[src/rtl/router_pkg.sv]
// Shared flit encodings and the input-buffer state type for the router.
package router_pkg;

  localparam logic [2:0] FLIT_NONE   = 3'b000;
  localparam logic [2:0] FLIT_HEADER = 3'b001;
  localparam logic [2:0] FLIT_BODY   = 3'b010;
  localparam logic [2:0] FLIT_TAIL   = 3'b100;

  localparam int LEN_W = 12;

  typedef enum logic [0:0] {
    IDLE   = 1'b0,
    ACTIVE = 1'b1
  } inbuf_state_t;

endpackage

[src/rtl/inbuf_fifo.sv]
// Synchronous FIFO with async active-high reset. It refuses a push when full and ignores a pop when empty.
module inbuf_fifo #(
  parameter int WIDTH = 35,
  parameter int DEPTH = 8
) (
  input  logic             clk,
  input  logic             rst,
  input  logic             push_i,
  input  logic [WIDTH-1:0] wr_data_i,
  input  logic             pop_i,
  output logic [WIDTH-1:0] rd_data_o,
  output logic             full_o,
  output logic             empty_o
);

  localparam int AW = $clog2(DEPTH);

  logic [WIDTH-1:0] mem_q [DEPTH];
  logic [AW-1:0]    wr_ptr_q, wr_ptr_d;
  logic [AW-1:0]    rd_ptr_q, rd_ptr_d;
  logic [AW:0]      count_q, count_d;
  logic             do_push_s, do_pop_s;

  assign full_o    = (count_q == (AW+1)'(DEPTH));
  assign empty_o   = (count_q == '0);
  assign do_push_s = push_i && !full_o;
  assign do_pop_s  = pop_i && !empty_o;
  assign rd_data_o = mem_q[rd_ptr_q];

  // Pointers wrap naturally because DEPTH is a power of two.
  always_comb begin
    wr_ptr_d = wr_ptr_q;
    rd_ptr_d = rd_ptr_q;
    count_d  = count_q;
    if (do_push_s) begin
      wr_ptr_d = wr_ptr_q + AW'(1);
    end else begin
      wr_ptr_d = wr_ptr_q;
    end
    if (do_pop_s) begin
      rd_ptr_d = rd_ptr_q + AW'(1);
    end else begin
      rd_ptr_d = rd_ptr_q;
    end
    case ({do_push_s, do_pop_s})
      2'b10:   count_d = count_q + (AW+1)'(1);
      2'b01:   count_d = count_q - (AW+1)'(1);
      default: count_d = count_q;
    endcase
  end

  always_ff @(posedge clk or posedge rst) begin
    if (rst) begin
      wr_ptr_q <= '0;
      rd_ptr_q <= '0;
      count_q  <= '0;
    end else begin
      wr_ptr_q <= wr_ptr_d;
      rd_ptr_q <= rd_ptr_d;
      count_q  <= count_d;
    end
  end

  always_ff @(posedge clk) begin
    if (do_push_s) begin
      mem_q[wr_ptr_q] <= wr_data_i;
    end
  end

endmodule

[src/rtl/router_input_buffer.sv]
// Per-direction router input stage: flit FIFO, head decode and whole-packet request FSM.
// Optional sticky protocol checker enabled by defining ROUTER_INBUF_ERRCHK_EN.
module router_input_buffer #(
  parameter int DATA_WIDTH = 32,
  parameter int DEPTH      = 8,
  parameter int LEN_W      = router_pkg::LEN_W
) (
  input  logic                  clk,
  input  logic                  rst,
  input  logic                  in_valid,
  input  logic [2:0]            in_flit_id,
  input  logic [DATA_WIDTH-1:0] in_data,
  output logic                  in_ready,
  input  logic                  grant,
  output logic                  req,
  output logic [2:0]            flit_id,
  output logic [LEN_W-1:0]      length,
  output logic                  out_valid,
  output logic [DATA_WIDTH-1:0] out_data,
  output logic                  err
);

  import router_pkg::*;

  localparam int EW = DATA_WIDTH + 3;

  logic [EW-1:0]         head_s;
  logic [2:0]            head_id_s;
  logic [DATA_WIDTH-1:0] head_data_s;
  logic                  full_s, empty_s;
  logic                  push_s, pop_s;
  inbuf_state_t          state_q, state_d;

  assign push_s = in_valid && !full_s;
  // A non-header at the head while idle is never popped, so a bad packet stalls here.
  assign pop_s  = grant && !empty_s && ((state_q == ACTIVE) || (head_id_s == FLIT_HEADER));

  inbuf_fifo #(
    .WIDTH (EW),
    .DEPTH (DEPTH)
  ) u_fifo (
    .clk       (clk),
    .rst       (rst),
    .push_i    (push_s),
    .wr_data_i ({in_flit_id, in_data}),
    .pop_i     (pop_s),
    .rd_data_o (head_s),
    .full_o    (full_s),
    .empty_o   (empty_s)
  );

  assign head_id_s   = empty_s ? FLIT_NONE : head_s[EW-1:DATA_WIDTH];
  assign head_data_s = empty_s ? '0 : head_s[DATA_WIDTH-1:0];

  assign in_ready  = !full_s;
  assign out_valid = !empty_s;
  assign flit_id   = head_id_s;
  assign out_data  = head_data_s;
  assign length    = head_data_s[LEN_W-1:0];
  assign req       = (state_q == ACTIVE) || (head_id_s == FLIT_HEADER);

  always_comb begin
    state_d = state_q;
    case (state_q)
      IDLE: begin
        if (pop_s && (head_id_s == FLIT_HEADER)) begin
          state_d = ACTIVE;
        end else begin
          state_d = IDLE;
        end
      end
      ACTIVE: begin
        if (pop_s && (head_id_s == FLIT_TAIL)) begin
          state_d = IDLE;
        end else begin
          state_d = ACTIVE;
        end
      end
      default: state_d = IDLE;
    endcase
  end

  always_ff @(posedge clk or posedge rst) begin
    if (rst) begin
      state_q <= IDLE;
    end else begin
      state_q <= state_d;
    end
  end

`ifdef ROUTER_INBUF_ERRCHK_EN
  logic err_q, err_d;
  logic wr_open_q, wr_open_d;

  // wr_open tracks whether the upstream side is still inside a packet (header seen, tail not yet).
  always_comb begin
    wr_open_d = wr_open_q;
    err_d     = err_q;
    if (push_s && (in_flit_id == FLIT_HEADER)) begin
      wr_open_d = 1'b1;
    end else if (push_s && (in_flit_id == FLIT_TAIL)) begin
      wr_open_d = 1'b0;
    end else begin
      wr_open_d = wr_open_q;
    end
    if ((in_valid && full_s) ||
        ((state_q == IDLE) && !empty_s && (head_id_s != FLIT_HEADER)) ||
        (push_s && (in_flit_id == FLIT_HEADER) && wr_open_q)) begin
      err_d = 1'b1;
    end else begin
      err_d = err_q;
    end
  end

  always_ff @(posedge clk or posedge rst) begin
    if (rst) begin
      err_q     <= 1'b0;
      wr_open_q <= 1'b0;
    end else begin
      err_q     <= err_d;
      wr_open_q <= wr_open_d;
    end
  end

  assign err = err_q;
`else
  assign err = 1'b0;
`endif

endmodule

[config.mk]
export PLATFORM = sky130hd
export DESIGN_NAME = router_input_buffer
export DESIGN_NICKNAME = d
export VERILOG_FILES = /design/src/rtl/router_pkg.sv /design/src/rtl/inbuf_fifo.sv /design/src/rtl/router_input_buffer.sv
export SDC_FILE = /design/constraint.sdc
export NUM_CORES = 1
export LEC_CHECK = 0
export ABC_AREA = 1
export CAP_MARGIN = 40
export CORE_ASPECT_RATIO = 2
export CORE_UTILIZATION = 55
export DETAILED_ROUTE_END_ITERATION = 8
export GPL_TIMING_DRIVEN = 0
export PLACE_DENSITY = 0.76
export SLEW_MARGIN = 15
export SYNTH_ARGS = -nofsm -noshare
export SYNTH_HDL_FRONTEND = slang
export SYNTH_SLANG_ARGS = --single-unit
[constraint.sdc]
create_clock -name clk -period 8.2 [get_ports clk]
set_clock_uncertainty 0.1 [all_clocks]
set_input_delay 0.82 -clock clk [delete_from_list [all_inputs] [get_ports clk]]
set_output_delay 0.82 -clock clk [all_outputs]
set_load 0.02 [all_outputs]
==> flow_metrics.env, run 1 <==
export IMPL_status="completed"
export IMPL_peakVddDrop_mv=0.308
export IMPL_max_slew_margin_pct=42.8
export IMPL_grt_remaining_overflow=0
export IMPL_grt_start_max_net_pins=23
export IMPL_first_pass_iters=7
export IMPL_synthCells=926
export IMPL_start_kind="flip-flop"
export IMPL_gr_usage_all_layers_pct=26.5
export IMPL_cp_required_ns=7.28
export IMPL_grt_pass1_wl_um=43800
export IMPL_ys_types=28
export IMPL_core_um2=20900
export IMPL_num_rows=75
export IMPL_crit_type="reg -> out"
export IMPL_yosysWarnings=0
export IMPL_dieArea_um2=21900
export IMPL_final_cell_mix="edfxtp_1 (280), nor2_1 (200), o21ai_0 (157)"
export IMPL_holdPathEnd="u_fifo.count_q[0]"
export IMPL_hold_path_class="reg -> reg"
export IMPL_crit_reg2reg_capture="u_fifo.count_q[3]"
export IMPL_numCtsBuffers=23
export IMPL_synthesis_area_um2=11700
export IMPL_drc=0
export IMPL_cap_violations=0
export IMPL_post_cts_resized=0
export IMPL_htreeDepth=1
export IMPL_worstReg2RegStart="u_fifo.rd_ptr_q[0]"
export IMPL_port_buffers=88
export IMPL_gp_congestion=0.788
export IMPL_die_w_um=105
export IMPL_area_growth_synth_to_final_pct=19.1
export IMPL_setup_tns_ns=0
export IMPL_worst_path_max_fanout=10
export IMPL_dieHeight_um=208
export IMPL_cts_sinks=291
export IMPL_critPathMaxStageDelay_ns=0.60
export IMPL_min_path_cells=1
export IMPL_cts_buffer_depth=3
export IMPL_fin_nets=1094
export IMPL_hold_ws_ns=0.407
export IMPL_vias_per_cell=5.91
export IMPL_p_leak_nw=4.81
export IMPL_cp_common_cell="buf_4"
export IMPL_fmax_mhz=218
export IMPL_io_pins=90
export IMPL_layout_drive_gt1_share_pct=9.12
export IMPL_final_hold_viol_count=0
export IMPL_final_common_cell="edfxtp_1"
export IMPL_routed_via_count=7874
export IMPL_postCtsHoldBufs=0
export IMPL_root_buffer="clkbuf_16"
export IMPL_min_from="u_fifo.count_q[0]"
export IMPL_dpl_worst_slack_ns=4.34
export IMPL_start_util_pct=55.9
export IMPL_rr_worst_depth=19
export IMPL_setup_viol=0
export IMPL_synth_area_per_cell_um2=12.6
export IMPL_syn_nets=971
export IMPL_worst_slew_pin_slew_ns=0.856
export IMPL_hpwl_um=18200
export IMPL_tritoncts="yes"
export IMPL_worst_slack_ns=3.61
export IMPL_cp_slowest_cell="clkdlybuf4s50_1"
export IMPL_n_antenna_cell=0
export IMPL_r2r_slack_ns=4.85
export IMPL_power_density_nw_per_um2=392
export IMPL_min_period_ns=4.59
export IMPL_ant_nets=0
export IMPL_detail_route_iter0_violations=867
export IMPL_dpl_cell_area_um2=13200
export IMPL_fin_crit_sh_pct=56.0
export IMPL_worstPathCellList="inv_2, buf_4, clkbuf_1, nor2_1, o22ai_1, o21ai_0, a31oi_1, buf_4, clkdlybuf4s50_1"
export IMPL_drt_wl_total_um=28100
export IMPL_first_global_vias=8113
export IMPL_design_area_um2=13900
export IMPL_clkTransAtPathRegs_ns=0.06
export IMPL_drv_slew=0
export IMPL_synth_seq_cells=291
export IMPL_post_cts_buffers=0
export IMPL_end_kind="output pin"
export IMPL_routedWlPerCell_um=21.1
export IMPL_yosysSeqAreaShare_pct=74.2
export IMPL_clk_latency_ns=0.51
export IMPL_antenna_found_initial=0
export IMPL_rsz0062_at_grt="false"
export IMPL_crit_arrival_ns=3.67
## worst max-delay path by stage
stage                       start             endpoint  slack [ns]  cells past startpoint
4_1_cts        u_fifo.rd_ptr_q[0]          out_data[1]        3.71                      9
6_report       u_fifo.rd_ptr_q[0]          out_data[1]        3.61                      9
3_5_place_dp   u_fifo.rd_ptr_q[0]          out_data[1]        4.34                      9
2_1_floorplan            in_valid   u_fifo.mem_q[0][0]        4.95                      3
3_3_place_gp             in_valid  u_fifo.mem_q[0][17]        3.10                      4
5_1_grt        u_fifo.rd_ptr_q[0]          out_data[1]        3.58                      9
## synth_stat cells
master,n,area share [%]
edfxtp_1,280,72
nor2_1,208,6.7
o21ai_0,157,6.7
nand2_1,51,1.6
inv_1,35,1.1
a31oi_1,32,1.7
o22ai_1,32,1.7
clkbuf_1,29,0.93
nand3_1,22,0.94
buf_4,19,1.2
buf_2,17,0.73
dfrtp_1,11,2.4
o21ai_1,6,0.26
ha_1,5,0.53
xor2_1,4,0.30
buf_6,3,0.29
inv_2,2,0.064
nand2_2,2,0.11
nand3_2,2,0.17
a211oi_1,1,0.064
buf_1,1,0.032
conb_1,1,0.032
fa_1,1,0.17
nand2_4,1,0.096
nor2_4,1,0.096
nor3_1,1,0.043
or2_2,1,0.054
xnor2_1,1,0.075
## routing by layer
| layer | vias up | share of wire, % | global-route usage (%) |
|---|---|---|---|
| li1 | 3562 | - | - |
| met1 | 3776 | 34 | 30.5 |
| met2 | 438 | 54 | 49.1 |
| met3 | 98 | 7.4 | 2.54 |
| met4 | 0 | 4.5 | 12.3 |
| met5 | - | 0 | 0 |
## area by class of cell
type / count / area, um^2
clock inverters: 15 / 125
clock buffers: 25 / 583
multi-input cells: 529 / 2560
flip-flops and latches: 291 / 8680
repair buffers: 98 / 1130
well taps: 269 / 337
plain buffers: 69 / 374
inverters: 37 / 139
fillers: 1495 / 7000
## flip-flops by register name, indices dropped and copies added (netlist names)
register         flops
u_fifo.rd_ptr_q      3
u_fifo.wr_ptr_q      3
state_q              1
u_fifo.count_q       4
u_fifo.mem_q       280
## logic make-up (layout without fill, tap and decap cells)
kind of cell | after synthesis | after routing | synth area share, %
xor gates and xnor gates | 5 | 5 | 0.374
AOI/OAI and AO/OA | 228 | 228 | 10.5
DFF | 291 | 291 | 74.2
buffers and inverters | 106 | 244 | 4.39
and+or+nand+nor | 289 | 289 | 9.82
other | 1 | 1 | 0.0321
adders and majority gates | 6 | 6 | 0.706
## worst max-delay path, delay by kind of cell (launching register included)
kind	cells	cell delay (ns)
simple gates	1	0.15
flops	1	0.55
buf+inv	5	1.75
compound gates	3	0.70
## per-stage QoR
step                      cells  total power, mW  util, %
after floorplan             926             3.36        -
after global placement     1283             4.28     61.7
after detailed placement   1292             4.39     63.1
after CTS                  1332             5.46     66.5
after global routing       1333             5.72     66.6
final                      1333             5.46     66.6
## power by group
part,total (mW),switching (mW),leakage (nW),internal [mW]
combinational,2.46,1.53,1.80,0.927
sequential,1.93,0.0646,2.67,1.86
clock,1.07,0.498,0.341,0.576
total,5.46,2.09,4.81,3.37
Power figures use the tool's default switching activity.
==> run 2: changes to the inputs <==
==> constraint.sdc (replaced) <==
create_clock -name clk -period 4.4 [get_ports clk]
set_clock_uncertainty 0.1 [all_clocks]
set_input_delay 0.44 -clock clk [delete_from_list [all_inputs] [get_ports clk]]
set_output_delay 0.44 -clock clk [all_outputs]
set_load 0.02 [all_outputs]
==> results of run 2 <==
Same layout as run 1 (identical final DEF). Status: completed.
Main changes from that run: setup slack after placement 4.34 ns -> 0.923 ns; clock-pin slew on the worst setup and hold paths 0.06 ns -> 0.07 ns; setup slack after layout 3.61 ns -> 0.190 ns; hold slack 0.407 ns -> 0.124 ns; register-to-register setup slack 4.85 ns -> 1.05 ns; total power 5.46 mW -> 10.2 mW; worst IR drop on VDD 0.308 mV -> 0.574 mV
